File: config.mk
export PLATFORM = sky130hd
export DESIGN_NAME = mcp4725_i2c_writer_flat
export DESIGN_NICKNAME = d
export VERILOG_FILES = /design/src/rtl/mcp4725_i2c_writer_if.sv /design/src/rtl/mcp4725_i2c_writer.sv /design/src/flat_wrapper.sv
export SDC_FILE = /design/constraint.sdc
export NUM_CORES = 1
export LEC_CHECK = 0
export BUFFER_PORTS_ARGS = -buffer_cell sky130_fd_sc_hd__clkbuf_2
export CAP_MARGIN = 10
export CORE_MARGIN = 2
export CORE_UTILIZATION = 45
export CTS_CLUSTER_DIAMETER = 50
export CTS_CLUSTER_SIZE = 28
export DETAILED_ROUTE_END_ITERATION = 10
export SYNTH_ARGS = -nofsm -noshare
export SYNTH_HDL_FRONTEND = slang
export SYNTH_SLANG_ARGS = --single-unit
File: constraint.sdc
create_clock -name clk -period 4.7 [get_ports clk]
set_input_delay 0.705 -clock clk [delete_from_list [all_inputs] [get_ports clk]]
set_output_delay 0.705 -clock clk [all_outputs]
set_load 0.02 [all_outputs]
File: src/rtl/mcp4725_i2c_writer_if.sv
// Request/status and pin-control bundle for the MCP4725 I2C write master.
// The master modport is the producer/pin side; the slave modport is the writer.
interface mcp4725_i2c_writer_if #(
    parameter int DATA_W = 12
);
    logic              start;
    logic [DATA_W-1:0] data;
    logic [1:0]        pd;
    logic              sda_in;
    logic              sda_oe;
    logic              scl_oe;
    logic              busy;
    logic              done;
    logic              nack;

    modport master (
        output start, data, pd, sda_in,
        input  sda_oe, scl_oe, busy, done, nack
    );

    modport slave (
        input  start, data, pd, sda_in,
        output sda_oe, scl_oe, busy, done, nack
    );
endinterface

File: src/rtl/mcp4725_i2c_writer.sv
// Single-shot MCP4725 fast-mode write master: START, three bytes with ACK
// checks, STOP. Open-drain pins are driven through *_oe (1 = pull low).
module mcp4725_i2c_writer #(
    parameter int       CLK_HZ   = 50_000_000,
    parameter int       SCL_HZ   = 100_000,
    parameter bit [6:0] DEV_ADDR = 7'h60,
    parameter int       DATA_W   = 12
) (
    input  logic                 clk,
    input  logic                 rst,
    mcp4725_i2c_writer_if.slave  bus
);
    // Quarter-period divider; never below 2 so each quarter has a distinct last cycle.
    localparam int QRAW = CLK_HZ / (4 * SCL_HZ);
    localparam int QDIV = (QRAW < 2) ? 2 : QRAW;
    localparam int CW   = $clog2(QDIV);

    typedef enum logic [1:0] {
        S_IDLE,
        S_START,
        S_BIT,
        S_STOP
    } state_t;

    state_t        state_q, state_d;
    logic [CW-1:0] qcnt_q, qcnt_d;
    logic [1:0]    quarter_q, quarter_d;
    logic [4:0]    slot_q, slot_d;
    logic [26:0]   shift_q, shift_d;
    logic          sda_oe_q, sda_oe_d;
    logic          scl_oe_q, scl_oe_d;
    logic          busy_q, busy_d;
    logic          done_q, done_d;
    logic          nack_q, nack_d;

    logic          qtick;
    logic          ack_slot;
    logic [11:0]   code12;

    // Pin levels for a given phase/quarter; returns {scl_oe, sda_oe}.
    function automatic logic [1:0] pins(input state_t st, input logic [1:0] qtr,
                                        input logic bit_val);
        logic [1:0] r;
        r = 2'b00;
        case (st)
            S_START: r = {1'b0, qtr[1]};
            S_BIT:   r = {~qtr[1], ~bit_val};
            S_STOP:  r = {(qtr == 2'd0), ~qtr[1]};
            default: r = 2'b00;
        endcase
        return r;
    endfunction

    assign qtick    = (qcnt_q == CW'(QDIV - 1));
    assign ack_slot = (slot_q == 5'd8) || (slot_q == 5'd17) || (slot_q == 5'd26);
    assign code12   = 12'(bus.data) << (12 - DATA_W);

    // Next-state logic: acceptance, quarter timing, bit shifting, ACK checks.
    always_comb begin
        state_d   = state_q;
        qcnt_d    = qcnt_q;
        quarter_d = quarter_q;
        slot_d    = slot_q;
        shift_d   = shift_q;
        nack_d    = nack_q;
        if (state_q == S_IDLE) begin
            if (bus.start) begin
                state_d   = S_START;
                qcnt_d    = '0;
                quarter_d = 2'd0;
                slot_d    = 5'd0;
                nack_d    = 1'b0;
                shift_d   = {DEV_ADDR, 1'b0, 1'b1, 2'b00, bus.pd, code12[11:8],
                             1'b1, code12[7:0], 1'b1};
            end
        end else begin
            qcnt_d = qtick ? '0 : qcnt_q + 1'b1;
            if (qtick) begin
                quarter_d = quarter_q + 2'd1;
            end
            case (state_q)
                S_START: begin
                    if (qtick && quarter_q == 2'd3) begin
                        state_d = S_BIT;
                    end
                end
                S_BIT: begin
                    // Slave ACK is read at the end of the SCL-high window's first half.
                    if (ack_slot && quarter_q == 2'd2 && qtick && bus.sda_in) begin
                        nack_d = 1'b1;
                    end
                    if (qtick && quarter_q == 2'd3) begin
                        if (ack_slot && (nack_q || slot_q == 5'd26)) begin
                            state_d = S_STOP;
                        end else begin
                            slot_d  = slot_q + 5'd1;
                            shift_d = {shift_q[25:0], 1'b0};
                        end
                    end
                end
                S_STOP: begin
                    if (qtick && quarter_q == 2'd3) begin
                        state_d = S_IDLE;
                    end
                end
                default: state_d = S_IDLE;
            endcase
        end
        {scl_oe_d, sda_oe_d} = pins(state_d, quarter_d, shift_d[26]);
        busy_d = (state_d != S_IDLE);
        done_d = (state_q != S_IDLE) && (state_d == S_IDLE);
    end

    // State and registered outputs; reset releases both lines immediately.
    always_ff @(posedge clk or posedge rst) begin
        if (rst) begin
            state_q   <= S_IDLE;
            qcnt_q    <= '0;
            quarter_q <= 2'd0;
            slot_q    <= 5'd0;
            shift_q   <= '0;
            sda_oe_q  <= 1'b0;
            scl_oe_q  <= 1'b0;
            busy_q    <= 1'b0;
            done_q    <= 1'b0;
            nack_q    <= 1'b0;
        end else begin
            state_q   <= state_d;
            qcnt_q    <= qcnt_d;
            quarter_q <= quarter_d;
            slot_q    <= slot_d;
            shift_q   <= shift_d;
            sda_oe_q  <= sda_oe_d;
            scl_oe_q  <= scl_oe_d;
            busy_q    <= busy_d;
            done_q    <= done_d;
            nack_q    <= nack_d;
        end
    end

    assign bus.sda_oe = sda_oe_q;
    assign bus.scl_oe = scl_oe_q;
    assign bus.busy   = busy_q;
    assign bus.done   = done_q;
    assign bus.nack   = nack_q;
endmodule
File: src/flat_wrapper.sv
// flat-port wrapper written by rule: the top's interface ports become plain ports
module mcp4725_i2c_writer_flat 
#(
    parameter int       CLK_HZ   = 50_000_000,
    parameter int       SCL_HZ   = 100_000,
    parameter bit [6:0] DEV_ADDR = 7'h60,
    parameter int       DATA_W   = 12
)
  (clk, rst, bus_start, bus_data, bus_pd, bus_sda_in, bus_sda_oe, bus_scl_oe, bus_busy, bus_done, bus_nack);
  mcp4725_i2c_writer_if #(.DATA_W(DATA_W)) bus_i ();
  input  logic clk;
  input  logic rst;
  input wire logic [$bits(bus_i.start)-1:0] bus_start;
  input wire logic [$bits(bus_i.data)-1:0] bus_data;
  input wire logic [$bits(bus_i.pd)-1:0] bus_pd;
  input wire logic [$bits(bus_i.sda_in)-1:0] bus_sda_in;
  output wire logic [$bits(bus_i.sda_oe)-1:0] bus_sda_oe;
  output wire logic [$bits(bus_i.scl_oe)-1:0] bus_scl_oe;
  output wire logic [$bits(bus_i.busy)-1:0] bus_busy;
  output wire logic [$bits(bus_i.done)-1:0] bus_done;
  output wire logic [$bits(bus_i.nack)-1:0] bus_nack;
  assign bus_i.start = bus_start;
  assign bus_i.data = bus_data;
  assign bus_i.pd = bus_pd;
  assign bus_i.sda_in = bus_sda_in;
  assign bus_sda_oe = bus_i.sda_oe;
  assign bus_scl_oe = bus_i.scl_oe;
  assign bus_busy = bus_i.busy;
  assign bus_done = bus_i.done;
  assign bus_nack = bus_i.nack;
  mcp4725_i2c_writer #(.CLK_HZ(CLK_HZ), .SCL_HZ(SCL_HZ), .DEV_ADDR(DEV_ADDR), .DATA_W(DATA_W)) u_core (.clk(clk), .rst(rst), .bus(bus_i));
endmodule
==> flow_summary.json <==
{
  "max_slew_margin_pct": 33.6,
  "antenna_left": 0,
  "clk_latency_ps": 310,
  "finalHoldViolCount": 0,
  "globalRouteTotalUtil_pct": 17.1,
  "die_h_um": 76.0,
  "yosys.cell_types.count": 45,
  "start_util_pct": 46.3,
  "yosys_warnings": 0,
  "rsz0062_at_grt": "false",
  "diodes": 0,
  "reg2regPathDepth": 7,
  "fin_worst_skew_ps": 5.85,
  "dp_hpwl_um": 3030,
  "synth-xor-area-share_pct": 1.88,
  "fin_setup_tns_ps": 0,
  "synth-simple-area-share_pct": 11.2,
  "crit_fanout": 31,
  "cpPeakStageDelay_ps": 560,
  "clk_path_buf_depth": 2,
  "synth-seq-area-share_pct": 51.5,
  "h-tree-depth": 2,
  "io_pins": 23,
  "startpoint_type": "flop",
  "clk_pin_slew_ps": 90,
  "utilization_pct": 51.2,
  "antenna_found_initial": 0,
  "cts_buffers": 5,
  "grt_pass1_wl_um": 8050,
  "synth_compound_area_share_pct": 24.7,
  "dieArea_um2": 5770,
  "synth_mux_area_share_pct": 1.77,
  "ir_worst_vdd_mv": 0.313,
  "grt_max_degree": 49,
  "drv_cap": 0,
  "num_rows": 26,
  "cp-end-kind": "flop",
  "fillers": 484,
  "die_w_um": 76.0,
  "layout.nets": 256,
  "post-route-period-util_pct": 53.9,
  "drtPass1Iterations": 4,
  "fin_crit_ps": 2530,
  "vias": 1688,
  "max_freq_mhz": 395,
  "core-area_um2": 5040,
  "worst_pin_slew_ps": 994,
  "ys.flop_type": "dfrtp_1",
  "routedWlPerCell_um": 14.9,
  "crit_type": "reg2reg",
  "synth_seq_cells": 48,
  "syn_avg_cell_area_um2": 11.1,
  "leakage_nw": 1.26,
  "worstPathRequired_ps": 4900,
  "drc": 0,
  "arrival_ps": 2730,
  "min_path_cells": 1,
  "power.density_nw_per_um2": 412,
  "slowest_stage": "o21a_2",
  "cts-root-buf": "clkbuf_8",
  "finalMaxSlewViolations": 0,
  "synth_edf_count": 0,
  "areaGrowthSynthToFinish_pct": 10.6,
  "drtIter0Drc": 85,
  "synth_top_family_by_area": "compound AO/OA/AOI/OAI gates",
  "holdCritPathClass": "reg2reg",
  "vias_per_cell": 5.61,
  "syn-num-nets": 237,
  "outcome": "finished, final reports clean",
  "cts_resized": 0,
  "syn-cell-area_um2": 2330,
  "numPortBuffers": 22,
  "routed_wl_um": 4490,
  "dp_cells": 293,
  "setup_viol": 0,
  "syn_inst": 211,
  "cts_hold_buf": 0,
  "synth_fa_ha_area_share_pct": 4.29,
  "drive_gt1_share_pct": 18.6,
  "grt_overflow": 0,
  "grt_pass1_vias": 1765,
  "total_power_w": 0.00106,
  "hold_ws_ps": 482,
  "clkSinkCount": 48,
  "tritoncts": "built",
  "finalNonFillerCells": 301,
  "synth-async-reset-ratio_pct": 100,
  "cp_cell_sequence": "inv_1 > ha_1 > mux2_4 > a31oi_2 > o21a_2 > nor2_2 > mux2_2",
  "gp_congestion": 0.800,
  "post-cts-setup-buffers": 0
}
==> worst paths after layout <==
check	startpoint	slack [ps]	to
setup / recovery	u_core.slot_q[0]$_DFFE_PP0P_	2170	u_core.slot_q[0]$_DFFE_PP0P_
hold / removal	u_core.shift_q[3]$_DFFE_PP0P_	480	u_core.shift_q[3]$_DFFE_PP0P_
setup reg to reg	u_core.slot_q[0]$_DFFE_PP0P_	2170	u_core.slot_q[0]$_DFFE_PP0P_
hold reg to reg	u_core.shift_q[3]$_DFFE_PP0P_	480	u_core.shift_q[3]$_DFFE_PP0P_
max in group asynchronous	rst	3480	u_core.qcnt_q[1]$_DFFE_PP0P_
min in group asynchronous	rst	620	u_core.shift_q[11]$_DFFE_PP0P_
==> through the flow <==
stage	setup WS [ps]	area, um^2
floorplan	2740	2330
global placement	2210	2470
detailed placement	2160	2470
CTS	2150	2580
global route	1920	2580
finish	2170	2580
==> cells by family after synthesis <==
kind of cell             Yosys count
AO/OA/AOI/OAI                     75
XOR/XNOR                           5
adder cells (fa/ha/maj)            8
buffers and inverters             22
flip-flops                        48
multiplexers                       3
AND/OR/NAND/NOR                   50
==> where the power goes <==
group / internal [W] / switching (W) / leakage [nW] / total (W)
clock: 0.000157 / 0.000140 / 0.0541 / 0.000297
combinational: 0.000105 / 0.000108 / 0.608 / 0.000213
sequential: 0.000481 / 0.0000716 / 0.600 / 0.000553
total: 0.000743 / 0.000320 / 1.26 / 0.00106
==> state kept, by name, indices dropped and copies added, names as in the netlist <==
name               count
u_core.bus.busy        1
u_core.slot_q          5
u_core.quarter_q       2
u_core.bus.done        1
u_core.bus.scl_oe      1
u_core.shift_q        27
u_core.qcnt_q          7
u_core.state_q         2
u_core.bus.sda_oe      1
u_core.bus.nack        1
==> synth_stat cells (all sizes together), types with 3 or more instances <==
library cell / instances / area, um^2
ha: 8 / 100
a21o: 15 / 113
nand2: 15 / 56.3
nor2: 11 / 46.3
o21ai: 17 / 85.1
nand4: 5 / 31.3
nand3: 7 / 35.0
inv: 11 / 41.3
a22o: 15 / 131
buf: 10 / 65.1
a31oi: 3 / 25.0
xor2: 4 / 35.0
dfrtp: 48 / 1200
a32o: 10 / 100
mux2: 3 / 41.3
a21oi: 3 / 15.0
==> cells in the final DEF, fill, tap and decap left out, types with 2 or more instances in the layout <==
master	netlist	routed
nand2_1	15	15
xor2_1	4	4
a31oi_1	2	2
inv_1	11	10
clkbuf_8	0	5
and3_1	2	2
clkbuf_2	0	22
a22o_1	15	15
o21ai_0	17	17
a21o_1	15	15
dfrtp_1	48	48
a21oi_1	3	3
nand3_1	7	7
nor2_2	2	2
o211ai_1	2	2
mux2_4	2	2
nor2_1	9	9
nand4_1	5	5
ha_1	8	8
a32o_1	10	10
==> final cells by class <==
cell class | instances | area (um^2) | area share, %
Clock buffer | 5 | 68.8 | 2.67
Multi-Input combinational cell | 141 | 1020 | 39.6
Timing Repair Buffer | 23 | 118 | 4.56
Clock inverter | 3 | 42.5 | 1.65
Sequential cell | 48 | 1200 | 46.6
Inverter | 11 | 41.3 | 1.60
Tap cell | 70 | 87.6 | 3.39
==> critical path: cells and delay by family, from the launching register on <==
| family | cells | cell delay [ps] |
|---|---|---|
| buf+inv | 1 | 80 |
| simple gates | 1 | 260 |
| mux | 2 | 610 |
| flops | 1 | 420 |
| fa+ha+maj | 1 | 220 |
| compound gates | 2 | 830 |
==> routing by layer <==
| metal | vias to the layer above | global-route usage (%) | wire, um |
|---|---|---|---|
| met1 | 843 | 21.8 | 2100 |
| met3 | 7 | 3.08 | 127 |
| met5 | - | 0 | 0 |
| met4 | 0 | 7.09 | 83 |
| li1 | 808 | - | - |
| met2 | 30 | 29.0 | 2180 |
(Power assumes the default switching activity.)
